**config.mk**
```make
export PLATFORM = sky130hd
export DESIGN_NAME = mem_access_stage
export DESIGN_NICKNAME = d
export VERILOG_FILES = /design/src/rtl/mem_access_stage.sv
export SDC_FILE = /design/constraint.sdc
export NUM_CORES = 1
export LEC_CHECK = 0
export CAP_MARGIN = 20
export CORE_AREA = 2 2 86 88
export DETAILED_ROUTE_END_ITERATION = 8
export DIE_AREA = 0 0 88 90
export DONT_BUFFER_PORTS = 1
export HOLD_SLACK_MARGIN = 0.1
export PLACE_DENSITY = 0.63
export SYNTH_ARGS = -nofsm -noshare
export SYNTH_HDL_FRONTEND = slang
export SYNTH_SLANG_ARGS = --single-unit
```
**constraint.sdc**
```tcl
create_clock -name clk -period 2.3 [get_ports clk]
set_clock_uncertainty 0.2 [all_clocks]
set_input_delay 0.23 -clock clk [delete_from_list [all_inputs] [get_ports clk]]
set_output_delay 0.23 -clock clk [all_outputs]
set_load 0.01 [all_outputs]
```
**src/rtl/mem_access_stage.sv**
```systemverilog
// mem_access_stage: MEM-stage controller for big-endian data memory.
// Runs a req/ack transaction for loads/stores and stalls the pipeline meanwhile.
module mem_access_stage #(
    parameter int unsigned TIMEOUT = 15
) (
    input  logic        clk,
    input  logic        Reset,
    input  logic        EX_valid_in,
    input  logic [31:0] EX_ALU_in,
    input  logic [31:0] EX_DI_in,
    input  logic [4:0]  EX_RD_in,
    input  logic        EX_RF_LE_in,
    input  logic        EX_LOAD_in,
    input  logic        EX_STORE_in,
    input  logic [1:0]  EX_SIZE_in,
    input  logic        EX_SE_in,
    output logic        mem_req,
    output logic        mem_we,
    output logic [31:0] mem_addr,
    output logic [3:0]  mem_be,
    output logic [31:0] mem_wdata,
    input  logic        mem_ack,
    input  logic [31:0] mem_rdata,
    output logic [31:0] MEM_PD_out,
    output logic [4:0]  MEM_RD_out,
    output logic        MEM_RF_LE_out,
    output logic        stall,
    output logic        misalign,
    output logic        bus_err
);

    typedef enum logic [1:0] {
        IDLE = 2'd0,
        REQ  = 2'd1,
        DONE = 2'd2
    } state_t;

    localparam logic [7:0] TMO_LAST = 8'(TIMEOUT - 1);

    state_t      state_q;
    logic [7:0]  cnt_q;
    logic [31:0] ldata_q;
    logic        err_q;

    logic        is_load;
    logic        is_store;
    logic        memop;
    logic [1:0]  ofs;
    logic        is_byte;
    logic        is_half;
    logic        is_word;
    logic        aligned;
    logic [3:0]  be;
    logic [31:0] wdata;
    logic [31:0] lane;
    logic [7:0]  b8;
    logic [15:0] h16;

    // Load wins when both load and store are flagged.
    assign is_load  = EX_LOAD_in;
    assign is_store = EX_STORE_in & ~EX_LOAD_in;
    assign memop    = EX_valid_in & (EX_LOAD_in | EX_STORE_in);
    assign ofs      = EX_ALU_in[1:0];
    assign is_byte  = (EX_SIZE_in == 2'b00);
    assign is_half  = (EX_SIZE_in == 2'b01);
    assign is_word  = EX_SIZE_in[1];
    assign aligned  = is_byte
                    | (is_half & ~ofs[0])
                    | (is_word & (ofs == 2'b00));

    assign mem_addr  = {EX_ALU_in[31:2], 2'b00};
    assign mem_wdata = wdata;

    // Byte enables and lane-replicated store data.
    always_comb begin
        be    = 4'b1111;
        wdata = EX_DI_in;
        unique case (1'b1)
            is_byte: begin
                be    = 4'b1000 >> ofs;
                wdata = {4{EX_DI_in[7:0]}};
            end
            is_half: begin
                be    = ofs[1] ? 4'b0011 : 4'b1100;
                wdata = {2{EX_DI_in[15:0]}};
            end
            default: ;
        endcase
    end

    // Big-endian lane select plus sign/zero extension of read data.
    always_comb begin
        lane = mem_rdata;
        b8   = mem_rdata[31:24];
        h16  = mem_rdata[31:16];
        unique case (1'b1)
            is_byte: begin
                unique case (ofs)
                    2'd0: b8 = mem_rdata[31:24];
                    2'd1: b8 = mem_rdata[23:16];
                    2'd2: b8 = mem_rdata[15:8];
                    default: b8 = mem_rdata[7:0];
                endcase
                lane = {{24{EX_SE_in & b8[7]}}, b8};
            end
            is_half: begin
                h16  = ofs[1] ? mem_rdata[15:0] : mem_rdata[31:16];
                lane = {{16{EX_SE_in & h16[15]}}, h16};
            end
            default: ;
        endcase
    end

    // Transaction FSM: wait counter, captured load data, timeout flag.
    always_ff @(posedge clk or negedge Reset) begin
        if (!Reset) begin
            state_q <= IDLE;
            cnt_q   <= '0;
            ldata_q <= '0;
            err_q   <= 1'b0;
        end else begin
            unique case (state_q)
                IDLE: begin
                    if (memop && aligned) begin
                        state_q <= REQ;
                        cnt_q   <= '0;
                        err_q   <= 1'b0;
                    end
                end
                REQ: begin
                    if (mem_ack) begin
                        ldata_q <= lane;
                        cnt_q   <= '0;
                        state_q <= DONE;
                    end else if (cnt_q == TMO_LAST) begin
                        cnt_q   <= '0;
                        err_q   <= 1'b1;
                        state_q <= DONE;
                    end else begin
                        cnt_q <= cnt_q + 8'd1;
                    end
                end
                DONE: begin
                    state_q <= IDLE;
                    err_q   <= 1'b0;
                end
                default: state_q <= IDLE;
            endcase
        end
    end

    // Output decode; stall/misalign are suppressed while reset is held.
    always_comb begin
        mem_req       = 1'b0;
        mem_we        = 1'b0;
        mem_be        = 4'b0000;
        MEM_PD_out    = EX_ALU_in;
        MEM_RD_out    = EX_RD_in;
        MEM_RF_LE_out = 1'b0;
        stall         = 1'b0;
        misalign      = 1'b0;
        bus_err       = 1'b0;
        unique case (state_q)
            IDLE: begin
                if (!memop) begin
                    MEM_RF_LE_out = EX_RF_LE_in & EX_valid_in;
                end else if (aligned) begin
                    stall = Reset;
                end else begin
                    misalign = Reset;
                end
            end
            REQ: begin
                mem_req = 1'b1;
                mem_we  = is_store;
                mem_be  = be;
                stall   = 1'b1;
            end
            DONE: begin
                if (is_load) begin
                    MEM_PD_out = ldata_q;
                end
                MEM_RF_LE_out = EX_RF_LE_in & ~err_q;
                bus_err       = err_q;
            end
            default: ;
        endcase
    end

endmodule

```
* Word-level counts from Yosys, hierarchy flattened
Index checks and enable logic that the tools add are counted.
Storage, ports and cells: logic and storage cells 73, register bits after elaboration 43, bits of input ports 111, output and inout bits 111
Operators by class: add/subtract/negate cells 1, multiplexer cells 33, eq/ne operators 10, reductions and logical operators 10, shifts and indexed selects 1, bitwise operators 14
Operator list (number):
- case mux 32 bit (2 select lines) | 2
- two-way mux 32 bit | 2
- two-way mux 8 bit | 4
- case mux 8 bit (3 select lines) | 1
- two-way mux 16 bit | 1
- case mux 8 bit (2 select lines) | 1
- two-way mux 1 bit | 12
- adder 8 x 1 -> 8 bit, second input constant | 1
- bitwise AND 1 bit | 8
- == test 8 x 4 -> 1 bit, second input constant | 1
- two-way mux 4 bit | 2
- case mux 4 bit (2 select lines) | 1
- == test 2 x 1 -> 1 bit, second input constant | 3
- zero test 2 bit | 3
- two-way mux 2 bit | 3
- != test 2 bit, second input constant | 3
- AND reduction 2 bit | 3
- == test 2 bit, second input constant | 2
- case mux 1 bit (2 select lines) | 2
- case mux 2 bit (2 select lines) | 1
- AND reduction 4 bit | 1
- >> shifter 4 x 2 -> 4 bit, first input constant | 1
- != test 3 bit, second input constant | 1
- NOT 1 bit | 3
- other kinds (5) | 7

* Depth between registers and ports, before layout
depth in word-level cells 7, mapped depth 9, depth with buffers taken out 6

* Least setup slack after synthesis
Ideal clock, no wire load.
path kind register -> register, start point register state_q[1], end point register ldata_q[22], cell stages (with the launch flop) 9, buffers on the path 2, data required time 1.970 ns, arrival 1.479 ns, clock period less this slack 1.809 ns, library setup time 0.130 ns, path slack 0.491 ns, cell sequence dfrtp_1 > buf_2 > inv_1 > nand2_1 > inv_1 > nand2_1 > a211oi_4 > buf_4 > o21ai_0
On the way: cells in the longest elaborated chain, start to end 2
Ends and longest elaborated chain:
- start: declaration | line 40 | state_t state_q;
- start signal: assignment | line 117 | state_q <= IDLE;
- start signal: assignment | line 125 | state_q <= REQ;
- start signal: assignment | line 134 | state_q <= DONE;
- == test 2 x 1 -> 1 bit | line 122 | unique case (state_q)
- AND reduction 2 bit (no line)
- end signal: assignment | line 132 | ldata_q <= lane;
- end: declaration | line 42 | logic [31:0] ldata_q;
Every way passes these cells. A chain may end at the register's enable or synchronous reset.

* Final worst setup path
start point register state_q[1], end point register ldata_q[7]
Same word-level chain as after synthesis.

==> impl_results.md <==
- HPWL after DPL: 7.24 mm
- Clock-pin transition on the worst setup and hold timing paths: 0.09 ns
- Number of cell rows: 31
- Worst slew pin tran: 0.593 ns
- Initial core utilization: 51.1%
- IO Port Bufs: 0
- Clock latency on the worst-skew pair: 0.30 ns
- Clock buffer depth: 2
- Core area: 0.00702 mm^2
- Post-synth top area share: 30.0%
- Multiplexer area fraction after synthesis: 20.7%
- Max Slew Vio Count: 0
- Final Wtd Congestion: 0.866
- Main synth FF type: dfrtp_1
- Fin. Hold Viols: 0
- Xor/xnor share of the synthesized area: 0%
- Syn Area/Cell: 8.57 um^2
- Worst EP required: 2.28 ns
- Sinks on Clock Net: 43
- Kind of critical path: register to register
- Ys async rst share: 100%
- Area of the multi-input gates: 0.00198 mm^2
- Post-synthesis register bit count: 43
- Global route overflow: 0
- Element type at the critical path end: register
- Largest area contributor in the netlist: dfrtp_1
- First-pass GRT wire length: 16.9 mm
- Vias in the first global route: 3239
- DRC viols: 0
- Die footprint: 0.00792 mm^2
- RSZ-0062 raised after global routing: false
- Ports: 222
- Drt total wl: 10.9 mm
- Worst path arrival time: 2.14 ns
- DR iter-0 viols: 203
- Worst vdd ir: 343 uV
- P per Cell Area: 681 mW/mm^2
- Startpoint Class: register
- Die Wd: 88 um
- Warnings, synthesis: 0
- Critical path fanouts, max: 14
- Synthesized cell area: 0.00359 mm^2
- Gate Count Post-Synth: 419
- Post-Layout Inst Area: 0.00399 mm^2
- FF+latch area: 0.00108 mm^2
- Commonest cells post-synth: 48 x buf_4, 48 x mux2_2, 48 x o21ai_0
- Final TNS setup: 0 ns
- Routed wire per std cell: 21.1 um
- Final Critical Period: 2.17 ns
- # diodes: 0
- Status: finished clean
- CTS tree: yes
- First-pass DRT Iterations: 5
- Vias: 3227
- Final net count: 531
- Largest cells by area after synthesis: dfrtp_1 30%, mux2_2 15%, buf_4 10%, o21ai_0 6.7%, mux2i_1 5.0%
- Distinct cells, synth: 44
- Leakage power of the design: 0.00156 uW
- Area fraction in compound gates after synthesis: 21.6%
- Share of cells above drive strength 1: 16.2%
- Vias per inst: 6.23
- # H-tree levels: 2
- Seq/Total Area, Yosys: 30.0%
- Root Buffer: clkbuf_8
- Worst min path class: primary input to register
- Post-synthesis simple-gate area fraction: 12.1%
- Max-Cap Viols: 0
- Largest net degree at the start of global routing: 53
- Routed Antenna Nets: 0
- Post-Synth Adder-Cell Area: 0.697%
- Chip height: 90 um
- Post-synth EDFFs: 0
- Max-slew headroom: 60.1%
- Placed cell area: 0.00330 mm^2
- Final setup viols: 0
- Inserted Clock Buffers: 5
- Post_cts resized: 0
- Final worst-path cycle share: 94.1%
- FMAX: 462 MHz
- Gr usage total: 27.4%
- P&R area growth vs syn: 11.1%
- Main combinational cell family by area after synthesis: compound AO/OA/AOI/OAI gates
- Initial antenna violation count: 0
- Number of fill cells: 633
-- worst max-delay path: stages (launching register included) --
cell and delay, ns:
dfrtp_1 0.48, and3b_1 0.31, buf_4 0.21, nand2_1 0.09
o22ai_1 0.13, a31oi_1 0.06, dlygate4sd3_1 0.56
-- flip-flops by register name (all words and copies together) (netlist names) --
name,flops
err_q,1
ldata_q,32
cnt_q,8
state_q,2
-- report_power, final --
part | switching (uW) | total [uW] | internal (uW) | leakage, uW
clock | 272 | 485 | 213 | 0.0000412
sequential | 249 | 1300 | 1060 | 0.000532
combinational | 464 | 929 | 465 | 0.000991
-- routing by layer --
metal / global-route usage [%] / wire, um / vias to the layer above
li1: - / - / 1468
met1: 37.7 / 4660 / 1583
met2: 43.8 / 5330 / 159
met3: 6.70 / 840 / 17
met4: 5.51 / 104 / 0
met5: 0 / 0 / -
-- cells by family after synthesis --
| family | Yosys count |
|---|---|
| flip-flops | 43 |
| other | 1 |
| buffers and inverters | 87 |
| adder cells (fa/ha/maj) | 2 |
| multiplexers | 67 |
| AND/OR/NAND/NOR | 91 |
| AO/OA/AOI/OAI | 128 |
-- repair_timing --
item                      in CTS  in global routing
hold buffers                  59                  0
hold endpoints to repair      76                  0
setup buffers                  0                  0
-- stage by stage --
step | hold WS (ns) | std cells | total power (uW) | setup WS, ns | utilization [%]
after floorplan | -0.266 | 420 | 1980 | 0.491 | -
after global placement | -0.264 | 451 | 2040 | 0.364 | 47.0
after detailed placement | -0.264 | 451 | 2070 | 0.237 | 47.0
after CTS | 0.104 | 518 | 2720 | 0.177 | 56.8
after global routing | 0.115 | 518 | 2920 | 0.00180 | 56.8
final | 0.104 | 518 | 2720 | 0.135 | 56.8
-- placed cells by master (no fill, tap or decap), drive strengths merged, types with 2 or more instances in the layout --
master	netlist	final
a21o	3	3
a21oi	33	33
nor3b	3	3
o21a	3	3
ha	2	2
a221oi	6	6
nand4	3	3
o22ai	2	2
dfrtp	43	43
o211ai	16	16
a31oi	2	2
or3	9	9
conb	1	2
inv	11	11
o31ai	2	2
a22o	2	2
o21ai	54	54
nor3	6	6
nand2	39	39
nor2	16	16
dlygate4sd3	0	58
clkbuf	9	6
mux2i	18	18
nand3	5	5
buf	67	9
mux2	48	48
and3	3	3
-- path summary, 6_finish.rpt --
| path | from | to | slack (ns) | depth (start not counted) |
|---|---|---|---|---|
| max | state_q[1] | ldata_q[7] | 0.13 | 6 |
| min | mem_rdata[16] | ldata_q[0] | 0.10 | 3 |
| max reg2reg | state_q[1] | ldata_q[7] | 0.13 | 6 |
| min reg2reg | ldata_q[4] | ldata_q[4] | 0.29 | 2 |
| max in group asynchronous | Reset | ldata_q[0] | 1.44 | 2 |
| min in group asynchronous | Reset | ldata_q[31] | 0.24 | 2 |
-- layout make-up --
cell class	instances	share of cell area [%]
inverters	11	1.03
flip-flops and latches	43	27.0
multi-input cells	290	49.7
clock buffers	6	1.82
well taps	99	3.10
clock inverters	2	0.314
repair buffers	67	17.1
Power figures use the tool's default switching activity.
